===== src/rtl/alu_pkg.sv =====
// Shared opcode and FSM state encodings for the sequential ALU.
package alu_pkg;

  typedef enum logic [3:0] {
    OP_ADD    = 4'b0010,
    OP_SUB    = 4'b0011,
    OP_SHL    = 4'b0100,
    OP_SHR    = 4'b0101,
    OP_AND    = 4'b0110,
    OP_OR     = 4'b0111,
    OP_XOR    = 4'b1000,
    OP_POPCNT = 4'b1001,
    OP_CMP    = 4'b1010,
    OP_CLRF   = 4'b1011,
    OP_MUL    = 4'b1100
  } op_e;

  typedef enum logic [1:0] {
    IDLE = 2'd0,
    EXEC = 2'd1,
    DONE = 2'd2
  } state_e;

endpackage


===== src/rtl/alu_iter_unit.sv =====
// Iterative datapath: one bit of shift / popcount / shift-add multiply per step.
// Multiply hardware exists only when ALU_SEQ_MUL_EN is defined.
module alu_iter_unit
  import alu_pkg::*;
#(
  parameter int WIDTH = 8,
  parameter int CNTW  = $clog2(WIDTH + 1)
) (
  input  logic             clk,
  input  logic             rst_n,
  input  logic             start,
  input  logic             step,
  input  op_e              op,
  input  logic [WIDTH-1:0] a,
  input  logic [WIDTH-1:0] b,
  input  logic [CNTW-1:0]  k,
  output logic             finish,
  output logic [WIDTH-1:0] res
`ifdef ALU_SEQ_MUL_EN
  ,
  output logic             mul_hi_nz
`endif
);

  op_e              op_r;
  logic [CNTW-1:0]  cnt;
  logic [WIDTH-1:0] sh;
  logic [CNTW-1:0]  pop;
`ifdef ALU_SEQ_MUL_EN
  logic [2*WIDTH-1:0] acc;
  logic [2*WIDTH-1:0] mc;
  logic [WIDTH-1:0]   mb;
`endif

  always_ff @(posedge clk or negedge rst_n) begin
    if (!rst_n) begin
      op_r <= op_e'('0);
      cnt  <= '0;
      sh   <= '0;
      pop  <= '0;
`ifdef ALU_SEQ_MUL_EN
      acc  <= '0;
      mc   <= '0;
      mb   <= '0;
`endif
    end else if (start) begin
      op_r <= op;
      cnt  <= k;
      // Popcount walks B; shifts walk A.
      sh   <= (op == OP_POPCNT) ? b : a;
      pop  <= '0;
`ifdef ALU_SEQ_MUL_EN
      acc  <= '0;
      mc   <= {{WIDTH{1'b0}}, a};
      mb   <= b;
`endif
    end else if (step) begin
      cnt <= cnt - CNTW'(1);
      case (op_r)
        OP_SHL: sh <= sh << 1;
        OP_SHR: sh <= sh >> 1;
        OP_POPCNT: begin
          pop <= pop + CNTW'(sh[0]);
          sh  <= sh >> 1;
        end
`ifdef ALU_SEQ_MUL_EN
        OP_MUL: begin
          if (mb[0]) acc <= acc + mc;
          mc <= mc << 1;
          mb <= mb >> 1;
        end
`endif
        default: ;
      endcase
    end
  end

  assign finish = (cnt == '0);

  always_comb begin
    res = sh;
    case (op_r)
      OP_POPCNT: res = WIDTH'(pop);
`ifdef ALU_SEQ_MUL_EN
      OP_MUL:    res = acc[WIDTH-1:0];
`endif
      default:   res = sh;
    endcase
  end

`ifdef ALU_SEQ_MUL_EN
  assign mul_hi_nz = |acc[2*WIDTH-1:WIDTH];
`endif

endmodule


===== src/rtl/alu_seq.sv =====
// Multi-cycle accumulator ALU with persistent z/c/n/v flags and valid/ready handshakes.
// Optional iterative MUL (opcode 1100) enabled by defining ALU_SEQ_MUL_EN.
module alu_seq
  import alu_pkg::*;
#(
  parameter int WIDTH = 8,
  parameter int CNTW  = $clog2(WIDTH + 1)
) (
  input  logic             clk,
  input  logic             rst_n,
  input  logic             in_valid,
  output logic             in_ready,
  input  logic [3:0]       op,
  input  logic [WIDTH-1:0] acc_in,
  input  logic [WIDTH-1:0] reg_in,
  output logic             out_valid,
  input  logic             out_ready,
  output logic [WIDTH-1:0] result,
  output logic             z,
  output logic             c,
  output logic             n,
  output logic             v
);

  localparam int              M      = WIDTH - 1;
  localparam logic [WIDTH-1:0] W_LIM  = WIDTH'(WIDTH);
  localparam logic [CNTW-1:0]  K_FULL = CNTW'(WIDTH);

  state_e           state, state_nxt;
  op_e              op_r;
  logic [WIDTH-1:0] a_r, b_r;
  logic             start, step, commit, finish;
  logic [CNTW-1:0]  k;
  logic [WIDTH-1:0] iter_res;
  logic [WIDTH:0]   sum, diff;
  logic [WIDTH-1:0] res_nxt;
  logic             z_nxt, c_nxt, n_nxt, v_nxt;
`ifdef ALU_SEQ_MUL_EN
  logic             mul_hi_nz;
`endif

  // Every accepted op passes through EXEC; k=0 means it commits on the next edge.
  always_comb begin
    k = '0;
    case (op_e'(op))
      OP_SHL, OP_SHR: k = (reg_in >= W_LIM) ? K_FULL : reg_in[CNTW-1:0];
      OP_POPCNT:      k = K_FULL;
`ifdef ALU_SEQ_MUL_EN
      OP_MUL:         k = K_FULL;
`endif
      default:        k = '0;
    endcase
  end

  always_ff @(posedge clk or negedge rst_n) begin
    if (!rst_n) state <= IDLE;
    else        state <= state_nxt;
  end

  always_comb begin
    state_nxt = state;
    start     = 1'b0;
    step      = 1'b0;
    commit    = 1'b0;
    case (state)
      IDLE: if (in_valid) begin
        start     = 1'b1;
        state_nxt = EXEC;
      end
      EXEC: if (finish) begin
        commit    = 1'b1;
        state_nxt = DONE;
      end else begin
        step = 1'b1;
      end
      DONE: if (out_ready) state_nxt = IDLE;
      default: state_nxt = IDLE;
    endcase
  end

  assign in_ready  = (state == IDLE);
  assign out_valid = (state == DONE);

  alu_iter_unit #(
    .WIDTH(WIDTH),
    .CNTW (CNTW)
  ) u_iter (
    .clk      (clk),
    .rst_n    (rst_n),
    .start    (start),
    .step     (step),
    .op       (op_e'(op)),
    .a        (acc_in),
    .b        (reg_in),
    .k        (k),
    .finish   (finish),
    .res      (iter_res)
`ifdef ALU_SEQ_MUL_EN
    ,
    .mul_hi_nz(mul_hi_nz)
`endif
  );

  assign sum  = {1'b0, a_r} + {1'b0, b_r} + {{WIDTH{1'b0}}, c};
  assign diff = {1'b0, a_r} - {1'b0, b_r};

  always_comb begin
    res_nxt = '0;
    z_nxt   = z;
    c_nxt   = c;
    n_nxt   = n;
    v_nxt   = v;
    case (op_r)
      OP_ADD: begin
        res_nxt = sum[M:0];
        c_nxt   = sum[WIDTH];
        v_nxt   = (a_r[M] == b_r[M]) && (sum[M] != a_r[M]);
      end
      OP_SUB: begin
        res_nxt = diff[M:0];
        c_nxt   = diff[WIDTH];
        v_nxt   = (a_r[M] != b_r[M]) && (diff[M] != a_r[M]);
      end
      OP_SHL, OP_SHR, OP_POPCNT: res_nxt = iter_res;
      OP_AND: res_nxt = a_r & b_r;
      OP_OR:  res_nxt = a_r | b_r;
      OP_XOR: res_nxt = a_r ^ b_r;
      OP_CMP: begin
        z_nxt = (a_r == b_r);
        n_nxt = (a_r < b_r);
      end
      OP_CLRF: c_nxt = 1'b0;
`ifdef ALU_SEQ_MUL_EN
      OP_MUL: begin
        res_nxt = iter_res;
        c_nxt   = mul_hi_nz;
      end
`endif
      default: res_nxt = '0;
    endcase
  end

  // Result and flags move only on the commit edge, so they hold under backpressure.
  always_ff @(posedge clk or negedge rst_n) begin
    if (!rst_n) begin
      op_r   <= op_e'('0);
      a_r    <= '0;
      b_r    <= '0;
      result <= '0;
      z      <= 1'b0;
      c      <= 1'b0;
      n      <= 1'b0;
      v      <= 1'b0;
    end else begin
      if (start) begin
        op_r <= op_e'(op);
        a_r  <= acc_in;
        b_r  <= reg_in;
      end
      if (commit) begin
        result <= res_nxt;
        z      <= z_nxt;
        c      <= c_nxt;
        n      <= n_nxt;
        v      <= v_nxt;
      end
    end
  end

endmodule


===== config.mk =====
export PLATFORM = sky130hd
export DESIGN_NAME = alu_seq
export DESIGN_NICKNAME = d
export VERILOG_FILES = /design/src/rtl/alu_pkg.sv /design/src/rtl/alu_iter_unit.sv /design/src/rtl/alu_seq.sv
export SDC_FILE = /design/constraint.sdc
export NUM_CORES = 1
export LEC_CHECK = 0
export ABC_AREA = 1
export BUFFER_PORTS_ARGS = -buffer_cell sky130_fd_sc_hd__buf_2
export CELL_PAD_IN_SITES_DETAIL_PLACEMENT = 1
export CELL_PAD_IN_SITES_GLOBAL_PLACEMENT = 1
export CORE_ASPECT_RATIO = 0.6
export CORE_MARGIN = 2
export CORE_UTILIZATION = 48
export CTS_BUF_LIST = sky130_fd_sc_hd__clkbuf_2 sky130_fd_sc_hd__clkbuf_4 sky130_fd_sc_hd__clkbuf_8
export DETAILED_ROUTE_END_ITERATION = 6
export PLACE_DENSITY = 0.9
export SKIP_LAST_GASP = 1
export SLEW_MARGIN = 20
export SYNTH_ARGS = -nofsm -noshare
export SYNTH_HDL_FRONTEND = slang
export SYNTH_SLANG_ARGS = --single-unit

===== constraint.sdc =====
create_clock -name clk -period 5.1 [get_ports clk]
set_clock_uncertainty 0.1 [all_clocks]
set_input_delay 0.51 -clock clk [delete_from_list [all_inputs] [get_ports clk]]
set_output_delay 0.51 -clock clk [all_outputs]
set_load 0.01 [all_outputs]

After elaboration in Yosys (flattened, before gate mapping)
Index checks and enable logic that the tools add are counted.

storage, ports and cells
  register bits after elaboration = 50

operators by class
  equality and inequality tests = 23
  reduce and logical (&&, ||, !) cells = 18
  bitwise operators = 3
  add/subtract/negate cells = 5
  $lt $le $gt $ge = 2
  mux-type cells = 25

operators with widths
  kind                number
  $pmux 8 s6          1
  $mux 8              4
  $eq 4x3->1 const B  6
  $mux 4              6
  $eq 4x4->1 const B  5
  $pmux 8 s2          1
  $reduce_and 2->1    5
  $add 8x8->9         1
  $add 9x1->9         1
  $sub 8x8->9         1
  $and 8x8->8         1
  $eq 4x2->1 const B  2
  $eq 8x8->1          1
  $ge 8x4->1 const B  1
  $lt 8x8->1          1
  $or 8x8->8          1
  $pmux 4 s2          1
  $xor 8x8->8         1
  $mux 1              6
  $mux 2              3
  $pmux 2 s3          1
  $reduce_bool 2->1   3
  $reduce_bool 3->1   2
  $add 4x1->4         1
  15 further kinds    20

Logic depth before layout (Yosys ltp)
  depth after elaboration = 5
  depth in mapped cells = 13
  mapped depth without buffers = 12

By module
Synthesis repeated with hierarchy kept, for this count alone.

unflattened totals
  cell total of the unflattened synthesis = 596
  area, all modules = 4210.3 um^2

by module, submodules not included
  module         area each (um^2)  cells an instance  instances
  alu_seq        2787.7            398                1
  alu_iter_unit  1422.6            198                1

Worst setup path after synthesis
Ideal clock, no wire load.

  path kind = register to register
  start point = register c
  end point = register c
  clock period less this slack = 2048 ps
  setup slack = 3052 ps
  arrival = 1832 ps
  library setup time = 116 ps
  stages on the path, launching flop included = 11
  required time = 4884 ps
  path buffers = 0
  cell sequence = dfrtp_1 -> fa_1 -> fa_1 -> nand3_1 -> nand3_1 -> nand4_1 -> nand2_1 -> o21ai_0 -> nand2_1 -> nand2_1 -> nand2_1

between the ends
  longest elaborated chain between the ends = 2

ends and longest elaborated chain
  item                    RTL line        RTL
  from (decl)             alu_seq.sv:20   output logic c,
  from (signal assigned)  alu_seq.sv:163  c <= c_nxt;
  $add 9x1->9             alu_seq.sv:104  assign sum = {1'b0, a_r} + {1'b0, b_r} + {{WIDTH{1'b0}}, c};
  $pmux 1 s3              alu_seq.sv:113  case (op_r)

No other way between the ends.
A chain may end at the register's enable or synchronous reset.

Final worst setup path
  start point = register state[0]
  end point = register u_iter.sh[0]

between the ends
  longest elaborated chain between the ends = 4

ends and longest elaborated chain
  item                                                                     RTL line             RTL
  from (decl)                                                              alu_seq.sv:29        state_e state, state_nxt;
  from (signal assigned)                                                   alu_seq.sv:57        else state <= state_nxt;
  $eq 2x1->1 or $logic_not 2->1 (tied branches)                            alu_seq.sv:65        case (state)
  $mux 1                                                                   alu_seq.sv:65
  $reduce_bool 2->1 (no source line) or $reduce_bool 3->1 (tied branches)  --
  $reduce_and 2->1 (no source line)                                        --
  to (signal assigned)                                                     alu_iter_unit.sv:60  OP_SHL: sh <= sh << 1;
  to (signal assigned)                                                     alu_iter_unit.sv:61  OP_SHR: sh <= sh >> 1;
  to (signal assigned)                                                     alu_iter_unit.sv:64  sh <= sh >> 1;
  to (decl)                                                                alu_iter_unit.sv:27  logic [WIDTH-1:0] sh;

Parallel ways exist; a longest one is shown, timed or not.

==> run_results.csv <==
group,metric,value,unit
status,status,"finished clean",
floorplanning,start_util,50.1,%
logic_synthesis,synth_flop_cell,"dfrtp_1",
logic_synthesis,synth_edf_count,0,
layout,fillers,1008,
worst_hold_path,min-delay-path-class,"in -> async",
route,routed_wl,12.3,mm
sta,setup_viol,0,
sta,post-route-period-util,48.7,%
logic_synthesis,synth_top_area_share,33.9,%
sta,min_period,2490,ps
layout,n_antenna_cell,0,
place,place.gp.congestion,0.938,
global_route,use_met3,7.19,%
clock_network,cts-root-buf,"clkbuf_8",
worst_setup_path,arrival,2630,ps
logic_synthesis,synth_area_leader_cell,"dfrtp_1",
logic_synthesis,syn_nets,564,
sta,holdWs,181,ps
sta,rsz0062_at_grt,"no",
global_route,grt-busiest-layer,"met2",
worst_setup_path,reg2reg_setup_slack,2610,ps
layout,finalNetCount,596,
sta,hold_violations,0,
clock_network,h-tree-depth,2,
worst_setup_path,r2r_start,"state[0]$_DFFE_PN0P_",
logic_synthesis,yosys-top-cells-area,"dfrtp_1 (34%), nand2_1 (12%), ha_1 (9.8%)",
global_route,antenna_found_initial,0,
clock_network,cts_hold_buffers,0,
global_route,grt_pass1_wl,19.6,mm
route,detail-route-antenna-nets,0,
floorplanning,core_area,7360,sq um
logic_synthesis,ys_ff_latch,50,
logic_synthesis,syn_inst,508,
worst_setup_path,cp_max_fo,50,
global_route,grt_pass1_vias,3691,
global_route,overflow,0,
floorplanning,die_y,71.9,um
logic_synthesis,netlist_area,3690,sq um
clock_network,clkSinkCount,50,
sta,relSlewSlack,32.9,%
layout,drive_above_1_share,13.3,%
logic_synthesis,netlist_top_cells_count,"nand2_1 (118), inv_1 (65), dfrtp_1 (50), o21ai_0 (49), nand3_1 (42)",
clock_network,tritoncts,"yes",
worst_setup_path,start_kind,"flop",
route,post_drt_wl_per_cell,19.1,um
worst_setup_path,crit_type,"reg -> reg",
sta,timing_worst_slew_pin_value,1000,ps
clock_network,path_clk_slew,100,ps
floorplanning,num_rows,24,
clock_network,clock_latency,330,ps
worst_setup_path,cpMaxStageDelayCell,"nor2_4",
logic_synthesis,ys_types,39,
worst_setup_path,cp-startpoint,"state[0]$_DFFE_PN0P_",
power,powerDensity,697,nW/um^2
route,drt_pass1_iterations,4,
sta,drv_slew,0,
worst_setup_path,slowest_delay,760,ps
worst_setup_path,required,5250,ps
clock_network,cts_resized,0,
logic_synthesis,yosysSeqAreaShare,33.9,%
logic_synthesis,ys_async_sr_fraction,100,%
worst_setup_path,path_cells,"inv_2 > nand2_2 > nor2_4 > inv_2 > nand2_4 > nand2_2 > clkinv_4 > nor2_1 > a31oi_1",
sta,fmax,402,MHz
route,drt-initial-drc-count,297,
global_route,grt_max_degree,51,
power,static-leakage-power,0.00212,uW
logic_synthesis,ys_warn_count,0,
clock_network,clockBufferDepth,2,
route,vias,3732,
logic_synthesis,yosysMostFrequentCell,"nand2_1",
place,portBuffers,37,
clock_network,numCtsBuffers,5,
layout,synthToLayoutAreaGrowth,9.13,%
floorplanning,fp.dieW,117,um
floorplanning,num_io_pins,38,
global_route,use_met1,45.5,%
route,vias_per_cell,5.79,
floorplanning,design.die.area,8420,sq um
global_route,grtUsageMet2,47.7,%
place,dp_hpwl,9.87,mm
power,ir_drop,0.283,mV
flow_run,cap_viol_max_count,0,
clock_network,post_cts_buffers,0,
logic_synthesis,syn_area_per_cell,7.26,sq um
global_route,track_usage,31.1,%
route,drc,0,
worst_setup_path,endpoint_kind,"flop",
sta,final.setup.tns,0,ps
[power breakdown]
| part | total [uW] | internal [uW] | switching, uW | leakage, uW |
|---|---|---|---|---|
| clock | 258 | 115 | 143 | 0.0000517 |
| combinational | 1810 | 558 | 1250 | 0.00145 |
| sequential | 735 | 568 | 167 | 0.000624 |
[state kept, by name, summed over array words and instances (netlist names)]
name	cells
c	1
b_r	8
n	1
u_iter.pop	4
result	8
u_iter.cnt	4
z	1
v	1
state	2
a_r	8
u_iter.sh	8
u_iter.op_r	4
[layout by cell type, fill, tap and decap left out, types with 6 or more instances in the layout]
cell / synthesis / final
inv_2: 7 / 7
nand4_1: 10 / 10
nand2_1: 118 / 118
dfrtp_1: 50 / 50
a21oi_1: 20 / 20
nand3_1: 42 / 42
inv_1: 65 / 65
o22ai_1: 12 / 12
clkbuf_8: 0 / 6
nor2_1: 39 / 39
buf_2: 7 / 37
nand2_2: 6 / 6
ha_1: 29 / 29
a31oi_1: 9 / 9
o21ai_0: 49 / 49
[critical path: cells and delay by family (launching register included)]
kind | cells | cell delay [ps]
AO/OA/AOI/OAI | 1 | 150
buffers and inverters | 3 | 500
flip-flops | 1 | 450
AND/OR/NAND/NOR | 5 | 1210
[logic make-up (layout without fill, tap and decap cells)]
logic type      count (synthesis)  in the layout  synth area share, %
buf+inv                        88            121                 9.98
compound gates                100            100                 15.1
simple gates                  236            236                 29.0
fa+ha+maj                      32             32                 11.5
flops                          50             50                 33.9
xor+xnor                        2              2                0.475
[path summary, 6_finish.rpt]
| path | endpoint | cells after the start |
|---|---|---|
| min reg2reg | result[5]$_DFFE_PN0P_ | 2 |
| min in group clk | state[1]$_DFFE_PN0P_ | 2 |
| max | u_iter.sh[0]$_DFFE_PN0P_ | 9 |
| max reg2reg | u_iter.sh[0]$_DFFE_PN0P_ | 9 |
| max in group asynchronous | b_r[6]$_DFFE_PN0P_ | 2 |
| min | result[1]$_DFFE_PN0P_ | 2 |
[per-layer routing]
metal | wire, um | up-vias
met2 | 5520 | 135
met4 | 82 | 0
met5 | 0 | -
met3 | 983 | 10
met1 | 5730 | 1855
li1 | - | 1732
[per-stage QoR]
stage | power, uW | worst slack, ps | instances | instance area, sq um | utilization, %
2_1_floorplan | 1960 | 3050 | 508 | 3690 | -
3_3_place_gp | 2380 | 2700 | 637 | 3930 | 53.4
3_5_place_dp | 2490 | 2600 | 637 | 3930 | 53.4
4_1_cts | 2760 | 2650 | 645 | 4020 | 54.7
5_1_grt | 3030 | 2440 | 645 | 4020 | 54.7
6_report | 2800 | 2610 | 645 | 4020 | 54.7
[final cells by class]
class / instances / area (sq um) / area share [%]
multi-input cells: 370 / 2070 / 51.4
flip-flops and latches: 50 / 1250 / 31.1
inverters: 75 / 287 / 7.12
repair buffers: 38 / 193 / 4.79
well taps: 104 / 130 / 3.23
clock buffers: 7 / 90.1 / 2.24
clock inverters: 1 / 5.00 / 0.124
(Power assumes the default switching activity.)
